File: src/rtl/hamming_receptor.sv
// hamming_receptor: serial Hamming(7,4) receiver, or SECDED(8,4) when
// HAMMING_SECDED_EN is defined.
// It shifts in one coded bit per qualified cycle, position 1 first. When the
// last position arrives it decodes the frame, corrects any single-bit error,
// and strobes the result for one cycle.
//
// Ports:
//   clk        system clock (rising edge)
//   rst_n      asynchronous active-low reset
//   sin        serial coded bit
//   sin_valid  qualifies sin this cycle
//   sof        start of frame (with sin_valid): sin is codeword position 1
//   data       decoded nibble {pos7,pos6,pos5,pos3}
//   data_valid one-cycle strobe; data/syndrome/flags are valid while high
//   err_corr   a single-bit error was corrected (including parity positions)
//   syndrome   raw syndrome of the frame (0 = no error seen by the Hamming bits)
//   dbl_err    uncorrectable double error (SECDED only; otherwise always 0)
module hamming_receptor (
  input  logic       clk,
  input  logic       rst_n,
  input  logic       sin,
  input  logic       sin_valid,
  input  logic       sof,
  output logic [3:0] data,
  output logic       data_valid,
  output logic       err_corr,
  output logic [2:0] syndrome,
  output logic       dbl_err
);

`ifdef HAMMING_SECDED_EN
  localparam int N = 8;
`else
  localparam int N = 7;
`endif
  localparam logic [2:0] LAST = 3'(N-1);

  typedef enum logic {IDLE, SHIFT} state_t;

  typedef struct packed {
    logic [3:0] data;
    logic [2:0] syn;
    logic       err_corr;
    logic       dbl_err;
  } dec_t;

  state_t         state, nxt_state;
  logic [2:0]     cnt, nxt_cnt;   // positions captured so far in this frame
  logic [N-1:0]   cw;             // cw[i] holds codeword position i+1
  logic           cap, fin;
  logic [N-1:0]   word;           // complete frame, including the bit arriving now
  logic           flip;
  dec_t           dec;

  // State register
  always_ff @(posedge clk or negedge rst_n) begin
    if (!rst_n) begin
      state <= IDLE;
      cnt   <= '0;
    end else begin
      state <= nxt_state;
      cnt   <= nxt_cnt;
    end
  end

  // Next state. sof always restarts at position 1, so an aborted partial
  // frame simply gets overwritten and never reaches the decode step.
  always_comb begin
    nxt_state = state;
    nxt_cnt   = cnt;
    cap       = 1'b0;
    fin       = 1'b0;
    case (state)
      IDLE: begin
        if (sin_valid && sof) begin
          cap       = 1'b1;
          nxt_state = SHIFT;
          nxt_cnt   = 3'd1;
        end
      end
      SHIFT: begin
        if (sin_valid) begin
          cap = 1'b1;
          if (sof) begin
            nxt_cnt = 3'd1;
          end else if (cnt == LAST) begin
            fin       = 1'b1;
            nxt_state = IDLE;
            nxt_cnt   = '0;
          end else begin
            nxt_cnt = cnt + 3'd1;
          end
        end
      end
      default: nxt_state = IDLE;
    endcase
  end

  // Shift register, indexed by position so the decoder can read it directly
  always_ff @(posedge clk or negedge rst_n) begin
    if (!rst_n) begin
      cw <= '0;
    end else if (cap) begin
      if (sof) cw <= {{(N-1){1'b0}}, sin};
      else     cw[cnt] <= sin;
    end
  end

  // Decode the frame as it completes. The last bit is still on sin, so it is
  // merged in here rather than waiting a cycle for it to land in cw.
  always_comb begin
    word       = cw;
    word[cnt]  = sin;
    dec        = '0;
    dec.syn[0] = word[0] ^ word[2] ^ word[4] ^ word[6];
    dec.syn[1] = word[1] ^ word[2] ^ word[5] ^ word[6];
    dec.syn[2] = word[3] ^ word[4] ^ word[5] ^ word[6];
`ifdef HAMMING_SECDED_EN
    // The overall parity check decides between a single error and a double
    // error: a nonzero syndrome with good overall parity means two bits flipped.
    dec.err_corr = ^word;
    dec.dbl_err  = (dec.syn != 3'd0) && !(^word);
`else
    dec.err_corr = (dec.syn != 3'd0);
    dec.dbl_err  = 1'b0;
`endif
    flip = (dec.syn != 3'd0) && !dec.dbl_err;
    // Only data positions need the correction applied. A flip on a parity
    // position (1, 2, 4) is reported through err_corr alone.
    dec.data[0] = word[2] ^ (flip && dec.syn == 3'd3);
    dec.data[1] = word[4] ^ (flip && dec.syn == 3'd5);
    dec.data[2] = word[5] ^ (flip && dec.syn == 3'd6);
    dec.data[3] = word[6] ^ (flip && dec.syn == 3'd7);
  end

  // Outputs are registered on the edge that captures the last position.
  // The results hold until the next frame completes.
  always_ff @(posedge clk or negedge rst_n) begin
    if (!rst_n) begin
      data       <= '0;
      data_valid <= 1'b0;
      err_corr   <= 1'b0;
      syndrome   <= '0;
      dbl_err    <= 1'b0;
    end else begin
      data_valid <= fin;
      if (fin) begin
        data     <= dec.data;
        syndrome <= dec.syn;
        err_corr <= dec.err_corr;
        dbl_err  <= dec.dbl_err;
      end
    end
  end

endmodule

File: config.mk
export PLATFORM = sky130hd
export DESIGN_NAME = hamming_receptor
export DESIGN_NICKNAME = d
export VERILOG_FILES = /design/src/rtl/hamming_receptor.sv
export SDC_FILE = /design/constraint.sdc
export NUM_CORES = 1
export LEC_CHECK = 0
export CAP_MARGIN = 5
export CORE_MARGIN = 3
export CORE_UTILIZATION = 45
export CTS_CLUSTER_SIZE = 16
export DETAILED_ROUTE_END_ITERATION = 6
export GPL_ROUTABILITY_DRIVEN = 0
export PLACE_DENSITY = 0.72
export SLEW_MARGIN = 10
export SYNTH_ARGS = -nofsm -noshare
export SYNTH_HDL_FRONTEND = slang
export SYNTH_SLANG_ARGS = --single-unit
export TNS_END_PERCENT = 100
File: constraint.sdc
create_clock -name clk -period 2.8 [get_ports clk]
set_input_delay 0.42 -clock clk [delete_from_list [all_inputs] [get_ports clk]]
set_output_delay 0.42 -clock clk [all_outputs]
set_load 0.005 [all_outputs]
==> results of run 1 <==
cell usage in the layout, fill, tap and decap left out, types with 3 or more instances in the layout:
| cell | instances |
|---|---|
| clkbuf_4 | 3 |
| clkdlybuf4s50_1 | 13 |
| dfrtp_1 | 20 |
| mux2i_1 | 8 |
| nand2_1 | 21 |
| nand3_1 | 3 |
| nor2_1 | 6 |
| nor2b_1 | 3 |
| nor3_1 | 4 |
| o21ai_0 | 12 |
| o21ai_1 | 4 |
| xnor2_1 | 9 |
| xor2_1 | 4 |
cell families (layout without fill, tap and decap cells):
kind of cell	count (synthesis)	after routing
xor gates and xnor gates	14	14
other	1	1
buffers and inverters	13	20
muxes	12	12
DFF	20	20
and+or+nand+nor	44	44
AOI/OAI and AO/OA	30	30
how the worst min path moves through the flow:
stage                   startpoint  cells past startpoint                   to  slack, ns
5_1_grt        data[3]$_DFFE_PN0P_                      2  data[3]$_DFFE_PN0P_       0.52
6_report       data[3]$_DFFE_PN0P_                      2  data[3]$_DFFE_PN0P_       0.49
3_5_place_dp   data[0]$_DFFE_PN0P_                      2  data[0]$_DFFE_PN0P_       0.47
3_3_place_gp   data[3]$_DFFE_PN0P_                      2  data[3]$_DFFE_PN0P_       0.47
4_1_cts        data[0]$_DFFE_PN0P_                      2  data[0]$_DFFE_PN0P_       0.50
2_1_floorplan                rst_n                      0   cnt[0]$_DFFE_PN0P_       0.12
stage by stage:
step            util  std cells  total power [mW]
4_1_cts        0.558        171             0.784
3_3_place_gp   0.537        167             0.540
3_5_place_dp   0.537        167             0.545
5_1_grt        0.558        171             0.822
2_1_floorplan      -        134             0.495
6_report       0.558        171             0.779
state kept, by name, indices dropped and copies added, names as in the netlist:
signal / count
cw: 7
data: 4
cnt: 3
syndrome: 3
data_valid: 1
err_corr: 1
state: 1
Yosys cell counts, types with 2 or more instances:
| library cell | instances |
|---|---|
| nand3_1 | 3 |
| o21ai_1 | 4 |
| mux2_2 | 2 |
| o21ai_0 | 12 |
| inv_1 | 2 |
| xor2_1 | 4 |
| buf_2 | 3 |
| dfrtp_1 | 20 |
| nand2_1 | 21 |
| a32o_1 | 2 |
| mux2i_1 | 8 |
| xnor2_1 | 9 |
| a311o_1 | 2 |
| clkbuf_1 | 5 |
| nor3_1 | 4 |
| nor2_1 | 6 |
| nand2b_1 | 2 |
| o31ai_1 | 2 |
| nor2b_1 | 3 |
final cells by class:
class / count / share of cell area
sequential: 20 / 0.353
clock buffer: 3 / 0.0159
multi-input combinational: 101 / 0.481
inverter: 2 / 0.00529
clock inverter: 1 / 0.0212
timing repair buffer: 14 / 0.0970
tap: 30 / 0.0265
worst max-delay path, cell delays in order (launching register included):
cell and delay (ns):
dfrtp_1 0.63, nand2_1 0.10, nor2_1 0.15, mux2i_2 0.29, xnor3_2 0.55, o31a_1 0.32
o31ai_1 0.19
power by group through the flow:
stage / combinational [mW] / sequential [mW] / clock [mW]
floorplan: 0.169 / 0.326 / 0
global placement: 0.197 / 0.343 / 0
detailed placement: 0.201 / 0.344 / 0
CTS: 0.202 / 0.338 / 0.244
global route: 0.225 / 0.344 / 0.253
finish: 0.203 / 0.339 / 0.237
routing by layer:
layer / GRT usage / up-vias / wire length, um
li1: - / 476 / -
met1: 0.209 / 442 / 1170
met4: 0.0485 / 0 / 24
met5: 0 / - / 0
met3: 0.0329 / 5 / 62
met2: 0.250 / 9 / 1120
==> out/metrics.yaml, run 1 <==
die_area_mm2: 0.00344
synth_compound_area_frac: 0.157
floorplan.initialDensity: 0.490
synth_cell_types: 39
postCtsSetupBuffers: 0
clk_pin_slew_ns: 0.12
synth_edf_count: 0
drt-vias-per-instance: 5.45
fin_hold_ws_ns: 0.493
totalWireLength_mm: 2.38
p_int_mw: 0.542
wl_per_cell_um: 13.9
swShare: 0.304
netlist_area_mm2: 0.00125
min_path_type: "register to register"
syn_area_per_cell_um2: 9.31
finalClockSkew_ns: 0.00273
worstMarginPinSlew_ns: 0.869
worst_slack_ns: 0.495
first_iter_violations: 14
cts_tree: "built"
grt_max_degree: 21
cts.sinks: 20
drtAntennaViolNets: 0
io_buffers: 13
synth_flop_cell: "dfrtp_1"
p_per_area_mw_per_mm2: 549
area_delta_synth_final_pct: 13.7
die_w_um: 58.7
leakage_nw: 0.606
ctsResizeCount: 0
critPathLaunch: "cnt[0]$_DFFE_PN0P_"
rr_worst_depth: 6
yosysSeqAreaShare: 0.401
clockRootBuffer: "clkbuf_4"
r2r_start: "cnt[0]$_DFFE_PN0P_"
ys_warn_count: 0
nets: 147
yosysTopAreaCell: "dfrtp_1"
fill_cells: 229
relSlewSlack: 0.419
rrSetupSlack_ns: 0.50
synth_xor_area_frac: 0.110
synth.net_count: 139
rsz0062_at_grt: "false"
multi_input_area_um2: 683
p_clk_frac: 0.305
synthArstFlopShare: 1.00
io_pins: 15
outcome: "complete, no violations"
grt_pass1_vias: 920
cp.required_ns: 3.02
switching_power_mw: 0.237
cts_buffers: 3
synth_adder_area_share: 0
cp-start-kind: "register"
cp.arrival_ns: 2.52
maxCapViolCount: 0
syn-instance-count: 134
die_h_um: 58.7
fin_crit_sh: 0.823
synth_top_family_by_area: "simple AND/OR/NAND/NOR gates"
grt.total_usage: 0.155
fin_area_mm2: 0.00142
r2r-end: "data[0]$_DFFE_PN0P_"
insertion_delay_ns: 0.30
regArea_um2: 500
vias: 932
ctsHtreeMaxLevel: 1
grt_pass1_wl_mm: 4.15
combPwrFrac: 0.260
setup_tns_ns: 0
num_antenna_cells: 0
dp_hpwl_mm: 1.71
postCtsHoldBufs: 0
final_hold_viol_count: 0
synth.top_cell.area_share: 0.401
dpl-instance-area_mm2: 0.00137
peakVddDrop_mv: 0.316
min_period_ns: 2.30
drv_slew: 0
p_seq_frac: 0.435
antenna_found_initial: 0
drcViolationCount: 0
synth.area.top_cells: "dfrtp_1 (40%), mux2i_1 (6.4%), nand2_1 (6.3%), xnor2_1 (6.3%), o21ai_0 (4.8%)"
yosys.area_share.simple: 0.165
core_area_mm2: 0.00254
rows: 18
cp-end-kind: "register"
ys_ff_latch: 20
path_class: "register to register"
layout-drive-gt1-share: 0.0922
grt-ovfl-total: 0
setup_viol: 0
drt_first_pass_iters: 4
cts_buffer_depth: 2
max_freq_mhz: 434
pre_cts_slack_ns: 0.243
muxShareOfSynthArea: 0.111
cp_max_fo: 11
endpoint: "data[0]$_DFFE_PN0P_"
No activity file was read; power rests on OpenSTA's default activity.
==> run 2: changes to the inputs <==
- PLACE_DENSITY: 0.72 -> 0.74
- clock period: 2.8 -> 2.11 ns (I/O delays scaled with it)
==> out/metrics.yaml, run 2 (synthesized netlist as in run 1, its figures left out) <==
layout-drive-gt1-share: 0.247  # was 0.0922
p_total_mw: 1.08  # was 0.779 mW
floorplan.initialDensity: 0.490  # unchanged
top_regs: "cw: 7 flops, data: 4 flops"  # unchanged
final_hold_viol_count: 0  # unchanged
setup_tns_ns: 0  # unchanged
cp_max_fo: 5  # was 11
dp_cells: 187  # was 167
dp_hpwl_mm: 2.03  # was 1.71 mm
vias: 1074  # was 932
fin_cells: 192  # was 171
drcViolationCount: 0  # unchanged
num_antenna_cells: 0  # unchanged
final_cell_mix: "nand2_1 (21), buf_4 (21), dfrtp_1 (18), clkdlybuf4s50_1 (13), o21ai_0 (12)"  # was nand2_1 (21), dfrtp_1 (20), clkdlybuf4s50_1 (13), o21ai_0 (12), xnor2_1 (9)
largest-register: "cw"  # unchanged
insertion_delay_ns: 0.32  # was 0.30 ns
min_period_ns: 2.03  # was 2.30 ns
wl_per_cell_um: 15.1  # was 13.9 um
drtAntennaViolNets: 0  # unchanged
ctsHtreeMaxLevel: 1  # unchanged
nets: 168  # was 147
regArea_um2: 503  # was 500 um^2
first_iter_violations: 24  # was 14
rows: 18  # unchanged
outcome: "complete, no violations"  # unchanged
p_per_area_mw_per_mm2: 679  # was 549 mW/mm^2
min_path_type: "input port to async pin"  # was register to register
cp.arrival_ns: 2.29  # was 2.52 ns
grt_pass1_vias: 1044  # was 920
cpPeakStageDelay_ns: 0.44  # was 0.63 ns
area_delta_synth_final_pct: 27.8  # was 13.7%
antenna_found_initial: 0  # unchanged
grt.total_usage: 0.182  # was 0.155
cts_buffers: 3  # unchanged
grt-ovfl-total: 0  # unchanged
fin_crit_sh: 0.961  # was 0.823
io_pins: 15  # unchanged
setup_viol: 0  # unchanged
cts_tree: "built"  # unchanged
path_class: "register to register"  # unchanged
io_buffers: 13  # unchanged
clockRootBuffer: "clkbuf_4"  # unchanged
fill_cells: 223  # was 229
cp-end-kind: "register"  # unchanged
postCtsHoldBufs: 0  # unchanged
cp-start-kind: "register"  # unchanged
rsz0062_at_grt: "true"  # was false
worstPathCellList: "nor2b_4, nand2_1, mux2i_1, xnor3_2, buf_4, a311o_1, nand3_1"  # was nand2_1, nor2_1, mux2i_2, xnor3_2, o31a_1, o31ai_1
drv_slew: 0  # unchanged
peakVddDrop_mv: 0.439  # was 0.316 mV
grt_max_degree: 21  # unchanged
cp.required_ns: 2.38  # was 3.02 ns
totalWireLength_mm: 2.89  # was 2.38 mm
die_area_mm2: 0.00344  # unchanged
maxCapViolCount: 0  # unchanged
multi_input_area_um2: 717  # was 683 um^2
core_area_mm2: 0.00254  # unchanged
die_h_um: 58.7  # unchanged
rrSetupSlack_ns: 0.08  # was 0.50 ns
largest_register_ffs: 7  # unchanged
crit_slowest_cell: "xnor3_2"  # was dfrtp_1
drt_first_pass_iters: 4  # unchanged
max_freq_mhz: 493  # was 434 MHz
die_w_um: 58.7  # unchanged
clk_pin_slew_ns: 0.12  # about the same
finalCoreUtilization: 0.626  # was 0.558
leakage_nw: 0.713  # was 0.606 nW
cts.sinks: 20  # unchanged
finalClockSkew_ns: 0.00672  # was 0.00273 ns
grt_pass1_wl_mm: 4.61  # was 4.15 mm
cts_buffer_depth: 2  # unchanged
drt-vias-per-instance: 5.59  # was 5.45
-- run 2: cell count changes in the layout (fill, tap and decap cells not counted), sizes merged --
cell	change
buf	+20
bufinv	-1
clkbuf	+2
-- run 2: report_power, final --
group / internal, mW / switching, mW / leakage [nW]
Clock: 0.106 / 0.135 / 0.0210
Sequential: 0.410 / 0.0283 / 0.265
Combinational: 0.200 / 0.202 / 0.427
Total: 0.716 / 0.366 / 0.713
-- run 2: critical path, delay by kind of cell (launching register included) --
| kind | cells | cell delay [ns] |
|---|---|---|
| buf+inv | 1 | 0.17 |
| mux | 1 | 0.33 |
| compound gates | 1 | 0.27 |
| flops | 1 | 0.43 |
| xor+xnor | 1 | 0.44 |
| simple gates | 3 | 0.32 |
-- run 2: area by class of cell --
type | instances | share of cell area
multi-input combinational | 101 | 0.450
inverter | 2 | 0.00471
timing repair buffer | 35 | 0.184
tap | 30 | 0.0235
clock buffer | 4 | 0.0228
sequential | 20 | 0.316
-- run 2: repair_timing --
action                                  in CTS  in global routing
resized for setup                            0                  7
setup buffers                                0                  1
endpoints found under the setup margin       0                  8
-- run 2: final timing paths --
path                                       endpoint  depth (start not counted)           startpoint
worst min register to register  data[0]$_DFFE_PN0P_                          2  data[0]$_DFFE_PN0P_
max in group asynchronous        cnt[2]$_DFFE_PN0P_                          2                rst_n
worst min-delay path              cw[6]$_DFFE_PN0P_                          2                rst_n
worst max-delay path            data[2]$_DFFE_PN0P_                          7   cnt[1]$_DFFE_PN0P_
worst max register to register  data[2]$_DFFE_PN0P_                          7   cnt[1]$_DFFE_PN0P_
min in group clk                data[0]$_DFFE_PN0P_                          2  data[0]$_DFFE_PN0P_
-- run 2: through the flow --
| step | instance area (um^2) | setup slack (ns) | hold slack [ns] |
|---|---|---|---|
| 2_1_floorplan | 1250 | 0.0673 | 0.0209 |
| 3_3_place_gp | 1520 | -0.0373 | 0.463 |
| 3_5_place_dp | 1520 | -0.100 | 0.469 |
| 4_1_cts | 1550 | 0.00348 | 0.319 |
| 5_1_grt | 1590 | -0.0281 | 0.336 |
| 6_report | 1590 | 0.0833 | 0.317 |
-- run 2: per-layer routing --
metal  GRT usage  wire [um]  vias to the layer above  share of wire
met5           0          0                        -              0
met4       0.123         78                        0          0.027
met3      0.0395         78                        7          0.027
met2       0.289       1390                        9           0.48
met1       0.219       1340                      544           0.46
li1            -          -                      514              -
==> run 3: changes to the inputs <==
- CELL_PAD_IN_SITES_DETAIL_PLACEMENT: default -> 1
- CELL_PAD_IN_SITES_GLOBAL_PLACEMENT: default -> 2
- CORE_UTILIZATION: 45 -> 31
- PLACE_DENSITY: 0.74 -> 0.8
==> out/metrics.yaml, run 3 (synthesized netlist as in run 1, its figures left out) <==
drtAntennaViolNets: 0  # unchanged
die_w_um: 69.4  # was 58.7 um
p_per_area_mw_per_mm2: 742  # was 679 mW/mm^2
path_class: "register to register"  # unchanged
layout-drive-gt1-share: 0.256  # was 0.247
drcViolationCount: 0  # unchanged
dpl-instance-area_mm2: 0.00153  # was 0.00152 mm^2
swShare: 0.311  # was 0.338
fin_crit_sh: 0.966  # was 0.961
postCtsHoldBufs: 0  # unchanged
switching_power_mw: 0.383  # was 0.366 mW
core_area_mm2: 0.00377  # was 0.00254 mm^2
final_hold_viol_count: 0  # unchanged
drt-vias-per-instance: 5.05  # was 5.59
min_period_ns: 2.04  # was 2.03 ns
clk_pin_slew_ns: 0.09  # was 0.12 ns
cts_buffer_depth: 2  # unchanged
cts_tree: "built"  # unchanged
grt_pass1_vias: 1114  # was 1044
finalClockSkew_ns: 0.00146  # was 0.00672 ns
drt_first_pass_iters: 4  # unchanged
io_buffers: 13  # unchanged
p_int_mw: 0.848  # was 0.716 mW
top_regs: "cw: 7 flops, data: 4 flops"  # unchanged
grt-ovfl-total: 0  # unchanged
p_seq_frac: 0.356  # was 0.405
fin_area_mm2: 0.00166  # was 0.00159 mm^2
ctsResizeCount: 0  # unchanged
largest-register: "cw"  # unchanged
setup_viol: 0  # unchanged
insertion_delay_ns: 0.26  # was 0.32 ns
cp-start-kind: "register"  # unchanged
cts.sinks: 20  # unchanged
fin_hold_ws_ns: 0.384  # was 0.317 ns
grt.total_usage: 0.140  # was 0.182
leakage_nw: 0.724  # was 0.713 nW
cpPeakStageDelay_ns: 0.46  # was 0.44 ns
crit_slowest_cell: "dfrtp_2"  # was xnor3_2
cts_buffers: 3  # unchanged
vias: 1050  # was 1074
maxCapViolCount: 0  # unchanged
final_common_cell: "nand2_1"
rsz0062_at_grt: "true"  # unchanged
largest_register_ffs: 7  # unchanged
grt_pass1_wl_mm: 5.49  # was 4.61 mm
grtUsageMet1: 0.189  # was 0.219
ctsHtreeMaxLevel: 1  # unchanged
max_freq_mhz: 490  # was 493 MHz
io_pins: 15  # unchanged
totalWireLength_mm: 3.26  # was 2.89 mm
top_usage_layer: "met2"  # unchanged
p_clk_frac: 0.327  # was 0.223
rrSetupSlack_ns: 0.07  # was 0.08 ns
peakVddDrop_mv: 0.296  # was 0.439 mV
drv_slew: 0  # unchanged
first_iter_violations: 37  # was 24
outcome: "complete, no violations"  # unchanged
combPwrFrac: 0.317  # was 0.372
cpMostUsedCell: "nor2_1"
final_cell_mix: "nand2_1 (21), buf_4 (20), dfrtp_1 (18), clkdlybuf4s50_1 (13), o21ai_0 (12)"  # was nand2_1 (21), buf_4 (21), dfrtp_1 (18), clkdlybuf4s50_1 (13), o21ai_0 (12)
nets: 166  # was 168
clockRootBuffer: "clkbuf_8"  # was clkbuf_4
dp_hpwl_mm: 2.32  # was 2.03 mm
worstPathCellList: "buf_4, nor2_1, nor2_1, a21oi_1, xor2_2, a311o_1, o211ai_1"  # was nor2b_4, nand2_1, mux2i_1, xnor3_2, buf_4, a311o_1, nand3_1
antenna_found_initial: 0  # unchanged
floorplan.initialDensity: 0.331  # was 0.490
die_h_um: 69.4  # was 58.7 um
min_path_type: "input port to async pin"  # unchanged
die_area_mm2: 0.00482  # was 0.00344 mm^2
rows: 22  # was 18
wl_per_cell_um: 15.7  # was 15.1 um
met2_usage: 0.226  # was 0.289
cp_max_fo: 5  # unchanged
postCtsSetupBuffers: 0  # unchanged
cp.required_ns: 2.28  # was 2.38 ns
area_delta_synth_final_pct: 32.9  # was 27.8%
grt_use_met3: 0.0290  # was 0.0395
num_antenna_cells: 0  # unchanged
cp.arrival_ns: 2.21  # was 2.29 ns
grt_max_degree: 21  # unchanged
cp-end-kind: "register"  # unchanged
-- run 3: layer usage --
layer  share of wire  vias to the layer above
met2            0.50                        6
met5               0                        -
met1            0.48                      528
met4          0.0095                        0
li1                -                      512
met3           0.017                        4
-- run 3: area by class of cell --
cell class | instances | area [um^2]
Timing Repair Buffer | 33 | 280
Clock buffer | 3 | 41.3
Tap cell | 48 | 60.1
Clock inverter | 1 | 30.0
Multi-Input combinational cell | 101 | 736
Fill cell | 430 | 2110
Inverter | 2 | 7.51
Sequential cell | 20 | 503
-- run 3: worst paths after layout --
check	startpoint	to	cells past startpoint
max in group asynchronous	rst_n	cnt[2]$_DFFE_PN0P_	2
worst max-delay path	cnt[0]$_DFFE_PN0P_	data[1]$_DFFE_PN0P_	7
min in group clk	data[0]$_DFFE_PN0P_	data[0]$_DFFE_PN0P_	2
worst max register to register	cnt[0]$_DFFE_PN0P_	data[1]$_DFFE_PN0P_	7
worst min-delay path	rst_n	syndrome[0]$_DFFE_PN0P_	2
worst min register to register	data[0]$_DFFE_PN0P_	data[0]$_DFFE_PN0P_	2
-- run 3: power groups by stage --
stage | registers, mW | logic, mW | clock network, mW
6_report | 0.438 | 0.391 | 0.402
5_1_grt | 0.443 | 0.433 | 0.431
4_1_cts | 0.437 | 0.359 | 0.408
3_5_place_dp | 0.445 | 0.356 | 0
3_3_place_gp | 0.443 | 0.342 | 0
2_1_floorplan | 0.432 | 0.225 | 0
-- run 3: worst max-delay path: cells and delay by family (launching register included) --
family	cells	cell delay, ns
flip-flops	1	0.46
XOR/XNOR	1	0.17
buffers and inverters	1	0.16
AND/OR/NAND/NOR	2	0.28
AO/OA/AOI/OAI	3	0.88
-- run 3: through the flow --
| step | power, mW | std cells | worst slack [ns] | TNS [ns] | utilization |
|---|---|---|---|---|---|
| detailed placement | 0.801 | 204 | -0.0982 | -0.401 | 0.406 |
| CTS | 1.20 | 208 | 0.00139 | 0 | 0.425 |
| global placement | 0.785 | 204 | -0.00934 | -0.0166 | 0.406 |
| global route | 1.31 | 208 | -0.0383 | -0.0753 | 0.440 |
| floorplan | 0.657 | 134 | 0.0673 | 0 | - |
| finish | 1.23 | 208 | 0.0709 | 0 | 0.440 |
==> edit 1 (settings of run 3) <==
Register the output `data_valid` once more, cleared by the reset; this adds one clock of latency there. The other outputs are not delayed to match. Comments in the files are not updated.
--- a/src/rtl/hamming_receptor.sv
+++ b/src/rtl/hamming_receptor.sv
@@ -43,6 +43,8 @@
     logic       err_corr;
     logic       dbl_err;
   } dec_t;
+
+  logic data_valid_s0;
 
   state_t         state, nxt_state;
   logic [2:0]     cnt, nxt_cnt;   // positions captured so far in this frame
@@ -138,12 +140,12 @@
   always_ff @(posedge clk or negedge rst_n) begin
     if (!rst_n) begin
       data       <= '0;
-      data_valid <= 1'b0;
+      data_valid_s0 <= 1'b0;
       err_corr   <= 1'b0;
       syndrome   <= '0;
       dbl_err    <= 1'b0;
     end else begin
-      data_valid <= fin;
+      data_valid_s0 <= fin;
       if (fin) begin
         data     <= dec.data;
         syndrome <= dec.syn;
@@ -153,5 +155,13 @@
     end
   end
 
+  always_ff @(posedge clk or negedge rst_n) begin
+    if (!rst_n) begin
+      data_valid <= '0;
+    end else begin
+      data_valid <= data_valid_s0;
+    end
+  end
+
 endmodule
 
Check against the original RTL: not equivalent (a bounded check fails within 10 cycles, from zero or initial values and one cycle with rst_n low).
==> edit 1 against run 3 <==
- design area rose by 0.38%
- synthesized area rose by 2.0%
- clock skew rose by 0.00096 ns
- combinational power rose by 3%
- worst setup slack improved by 0.031 ns
- sequential cell count rose by 1
- routed wire length fell by 0.40%
- power fell by 8.1%
==> edit 1: results (changes against run 3) <==
{| class="wikitable"
! Metric !! Value
|-
| Total track usage || 14.4% (+0.39 points)
|-
| Via count of the first global-routing pass || 1127 (+1.2%)
|-
| Number of flip-flops and latches in the synthesized netlist || 21 (+5.0%)
|-
| Number of cells after detailed placement || 208 (+2.0%)
|-
| Maximum number of pins on one net before global-route repair || 22 (+4.8%)
|-
| Fraction of final layout cells sized beyond drive strength 1 || 25.9% (+0.28 points)
|-
| Number of ordinary and repair buffers in the finished layout || 38 (+15%)
|-
| Synthesized-area fraction occupied by xor and xnor cells || 10.8% (-0.22 points)
|-
| Leakage power figure || 0.739 nW (+2.2%)
|-
| Fin util || 43.8% (-0.15 points)
|-
| Post-route worst hold slack || 0.365 ns (-0.0195 ns)
|-
| Worst IR drop on VDD || 0.000268 V (-9.4%)
|-
| Run status || complete, no violations
|-
| Reg area || 528 um2 (+5.0%)
|-
| Average via count per standard cell || 5.08 (+0.62%)
|-
| Global-route wire length before repair || 5730 um (+4.4%)
|-
| DR WL/cell || 15.2 um (-3.2%)
|-
| Fill cell count || 455 (+5.8%)
|-
| Worst clock skew || 0.00241 ns (+0.000956 ns)
|-
| Destination of the critical timing path || data[0]
|-
| Fraction of area in clock buffers and inverters || 2.78% (-1.5 points)
|-
| Final #Nets || 172 (+3.6%)
|-
| Register area share after synthesis || 41.3% (+1.2 points)
|-
| Biggest area contributors in the synthesized netlist || sky130_fd_sc_hd__dfrtp_1, sky130_fd_sc_hd__mux2i_1, sky130_fd_sc_hd__nand2_1, sky130_fd_sc_hd__xnor2_1, sky130_fd_sc_hd__o21ai_0
|-
| Critical path data arrival time || 2.18 ns (-0.03 ns)
|-
| Layout buffering overhead excluding clock cells || 18.9% (+2.0 points)
|-
| Top cell types by occurrence after synthesis || sky130_fd_sc_hd__dfrtp_1, sky130_fd_sc_hd__nand2_1, sky130_fd_sc_hd__o21ai_0, sky130_fd_sc_hd__xnor2_1, sky130_fd_sc_hd__mux2i_1
|-
| Minimum setup slack among reg-to-reg paths || 0.10 ns (+0.03 ns)
|-
| Share of cell area taken by flip-flops and latches || 31.7% (+1.4 points)
|-
| Instance area after placement || 1580 um2 (+3.1%)
|-
| HP Class || reg2reg
|-
| Worst Setup Slack post-DPL || -0.0990 ns (-0.000803 ns)
|-
| Multiplexer share of the synthesized area || 10.9% (-0.22 points)
|-
| DRT Wirelength || 3240 um (-0.40%)
|}
==> edit 1: critical path, stage by stage, from the launching register on <==
cell and delay, ns:
sky130_fd_sc_hd__dfrtp_2 0.45, sky130_fd_sc_hd__buf_4 0.17, sky130_fd_sc_hd__mux2i_2 0.15, sky130_fd_sc_hd__xnor2_1 0.16, sky130_fd_sc_hd__mux2i_4 0.17, sky130_fd_sc_hd__xnor3_2 0.31
sky130_fd_sc_hd__o31a_1 0.31, sky130_fd_sc_hd__o31ai_1 0.20
==> edit 1: power by group <==
group	internal, mW	total, mW	switching, mW
registers	0.429	0.457	0.0281
logic	0.201	0.403	0.201
clock network	0.132	0.271	0.139
==> edit 1: routing by layer <==
layer / global-route usage [%] / wire length (um) / share of wire (%)
met5: 0 / 0 / 0
met4: 4.89 / 40 / 1.2
met3: 1.87 / 82 / 2.5
met2: 23.6 / 1660 / 51
met1: 19.3 / 1460 / 45
==> edit 1: what timing repair did <==
action,CTS,global route
resized for setup,0,6
setup endpoints to repair,0,7
setup buffers,0,2
==> edit 2 (config.mk and constraints of run 3) <==
Without the edit above. Build with the macro `HAMMING_SECDED_EN` defined.
--- a/src/rtl/hamming_receptor.sv
+++ b/src/rtl/hamming_receptor.sv
@@ -15,6 +15,8 @@
 //   err_corr   a single-bit error was corrected (including parity positions)
 //   syndrome   raw syndrome of the frame (0 = no error seen by the Hamming bits)
 //   dbl_err    uncorrectable double error (SECDED only; otherwise always 0)
+`define HAMMING_SECDED_EN
+
 module hamming_receptor (
   input  logic       clk,
   input  logic       rst_n,
Formal check against the unedited RTL: not equivalent (a bounded check fails within 10 cycles, from zero or initial values and one cycle with rst_n low).
==> edit 2 against run 3 <==
- the flow now finishes with violations (setup timing)
- clock power is 2% higher
- critical endpoint is now data[2]
- non-clock buffer count is 22 higher
- combinational power grew to 4.3 times the old value
- design area is 45% higher
- routed wire length is 89% higher
- global-route usage is 5.0 points higher
- power is 120% higher
- synthesized area is 33% higher
- critical path type unchanged
- worst setup slack worse by 0.21 ns
- count of clock-buffer cells in the layout stayed put
- sequential cell count is 2 higher
- clock skew hardly changed
==> edit 2: results (changes against run 3) <==
{| class="wikitable"
! Metric !! Value
|-
| Run status || finished, violations left
|-
| Violations in the final reports || setup timing
|-
| HP Class || in2async
|-
| Wire length on met1 || 2560 um (+65%)
|-
| Largest regs || cw x8, data x4
|-
| Crit Path Max Fanout || 8 (+3)
|-
| Net Sw Power || 1.10 mW (+190%)
|-
| Total met2 wirelength after detailed routing || 3340 um (+110%)
|-
| Worst path setup slack after routing || -0.138 ns (-0.209 ns)
|-
| Met1 Use GR || 22.7% (+3.8 points)
|-
| Violation count after the first detailed-route iteration || 97 (+160%)
|-
| GR met2 Demand/Resource || 35.4% (+13 points)
|-
| Top cell types by occurrence after synthesis || sky130_fd_sc_hd__dfrtp_1, sky130_fd_sc_hd__nand2_1, sky130_fd_sc_hd__xnor2_1, sky130_fd_sc_hd__inv_1, sky130_fd_sc_hd__o22ai_1
|-
| Half-perimeter wire length after detailed placement || 3700 um (+59%)
|-
| Crit path largest cell delay || 0.47 ns
|-
| Worst clock skew || 0.00177 ns (+0.000313 ns)
|-
| Post-CTS sizing || 17 (+17)
|-
| Setup violation total in the final timing report || 6 (+6)
|-
| Cell at the root of the clock tree || sky130_fd_sc_hd__clkbuf_8
|-
| Final #Nets || 239 (+44%)
|-
| Via total after detailed routing || 1652 (+57%)
|-
| Total track usage || 19.0% (+5.0 points)
|-
| Mapped Nets || 195 (+40%)
|-
| Leakage power figure || 1.01 nW (+39%)
|-
| Number of buffers created by CTS || 3 (unchanged)
|-
| Minimum setup slack among reg-to-reg paths || -0.14 ns (-0.21 ns)
|-
| Number of antenna violations at the first check in global routing || 0 (unchanged)
|-
| Final-report max-slew violation count || 0 (unchanged)
|-
| Critical path data arrival time || 2.41 ns (+0.20 ns)
|-
| Count of different cell masters after synthesis || 48 (+23%)
|-
| DRT Wirelength || 6150 um (+89%)
|-
| Register area share after synthesis || 33.2% (-6.9 points)
|-
| Global-route wire length before repair || 9210 um (+68%)
|-
| Post-route worst hold slack || 0.407 ns (+0.0227 ns)
|-
| Port Buffer Count || 14 (+1)
|-
| Fill cell count || 590 (+37%)
|-
| Worst IR drop on VDD || 0.000374 V (+26%)
|-
| Top routing layer in use || met4
|-
| Met3 Usage GRT || 1.59% (-1.3 points)
|-
| Maximum number of pins on one net before global-route repair || 23 (+9.5%)
|-
| Biggest area contributors in the synthesized netlist || sky130_fd_sc_hd__dfrtp_1, sky130_fd_sc_hd__xnor2_1, sky130_fd_sc_hd__o22ai_1, sky130_fd_sc_hd__nand2_1, sky130_fd_sc_hd__mux2i_1
|-
| Fraction of final layout cells sized beyond drive strength 1 || 33.8% (+8.1 points)
|-
| Post-CTS setup buffer count || 7 (+7)
|-
| Async set or reset register ratio after synthesis || 100% (unchanged)
|-
| H-tree depth reported by CTS || 1 (unchanged)
|-
| Instance area after placement || 2060 um2 (+34%)
|-
| Bufs on Longest Clock Path || 2 (unchanged)
|-
| Clock-pin slew of the registers on the worst-case setup and hold paths || 0.09 ns (about the same)
|-
| DR WL met3 || 109 um (+100%)
|-
| Via count of the first global-routing pass || 1808 (+62%)
|}
-- edit 2: path summary, 6_finish.rpt --
path                          from       to  depth (start not counted)
max                         cnt[1]  data[2]                          8
min                          rst_n    state                          2
max reg2reg                 cnt[1]  data[2]                          8
min reg2reg                data[0]  data[0]                          2
max in group asynchronous    rst_n   cnt[0]                          2
min in group clk           data[0]  data[0]                          2
-- edit 2: area by class of cell --
cell class	count	area [um2]	share of cell area (%)
Timing Repair Buffer	55	464	19.4
Multi-Input combinational cell	138	1180	49.1
Inverter	12	47.5	1.98
Clock inverter	1	30.0	1.25
Sequential cell	22	553	23.1
Clock buffer	3	41.3	1.72
Tap cell	67	83.8	3.50
-- edit 2: cell families after synthesis --
kind of cell	share of synthesized area (%)
adders and majority gates	1.51
AOI/OAI and AO/OA	24.1
and+or+nand+nor	18.5
muxes	4.98
buffers and inverters	8.16
xor gates and xnor gates	9.52
DFF	33.2
-- edit 2: worst register-to-register path: cells and delay by family (launching register included) --
family	cells	cell delay, ns
buffers and inverters	1	0.16
muxes	1	0.27
and+or+nand+nor	2	0.39
xor gates and xnor gates	1	0.15
AOI/OAI and AO/OA	3	0.69
DFF	1	0.47
-- edit 2: power groups by stage --
stage / combinational [mW] / clock (mW) / sequential [mW]
floorplan: 0.816 / 0 / 0.570
global placement: 1.22 / 0 / 0.609
detailed placement: 1.27 / 0 / 0.614
CTS: 1.45 / 0.421 / 0.598
global route: 1.79 / 0.434 / 0.627
finish: 1.67 / 0.411 / 0.612
-- edit 2: metrics by stage --
step / setup WS, ns / TNS [ns] / cells
2_1_floorplan: 0.0260 / 0 / 188
4_1_cts: -0.0474 / -0.155 / 296
5_1_grt: -0.241 / -1.09 / 298
3_5_place_dp: -0.299 / -1.43 / 285
6_report: -0.138 / -0.542 / 298
3_3_place_gp: -0.221 / -0.974 / 285
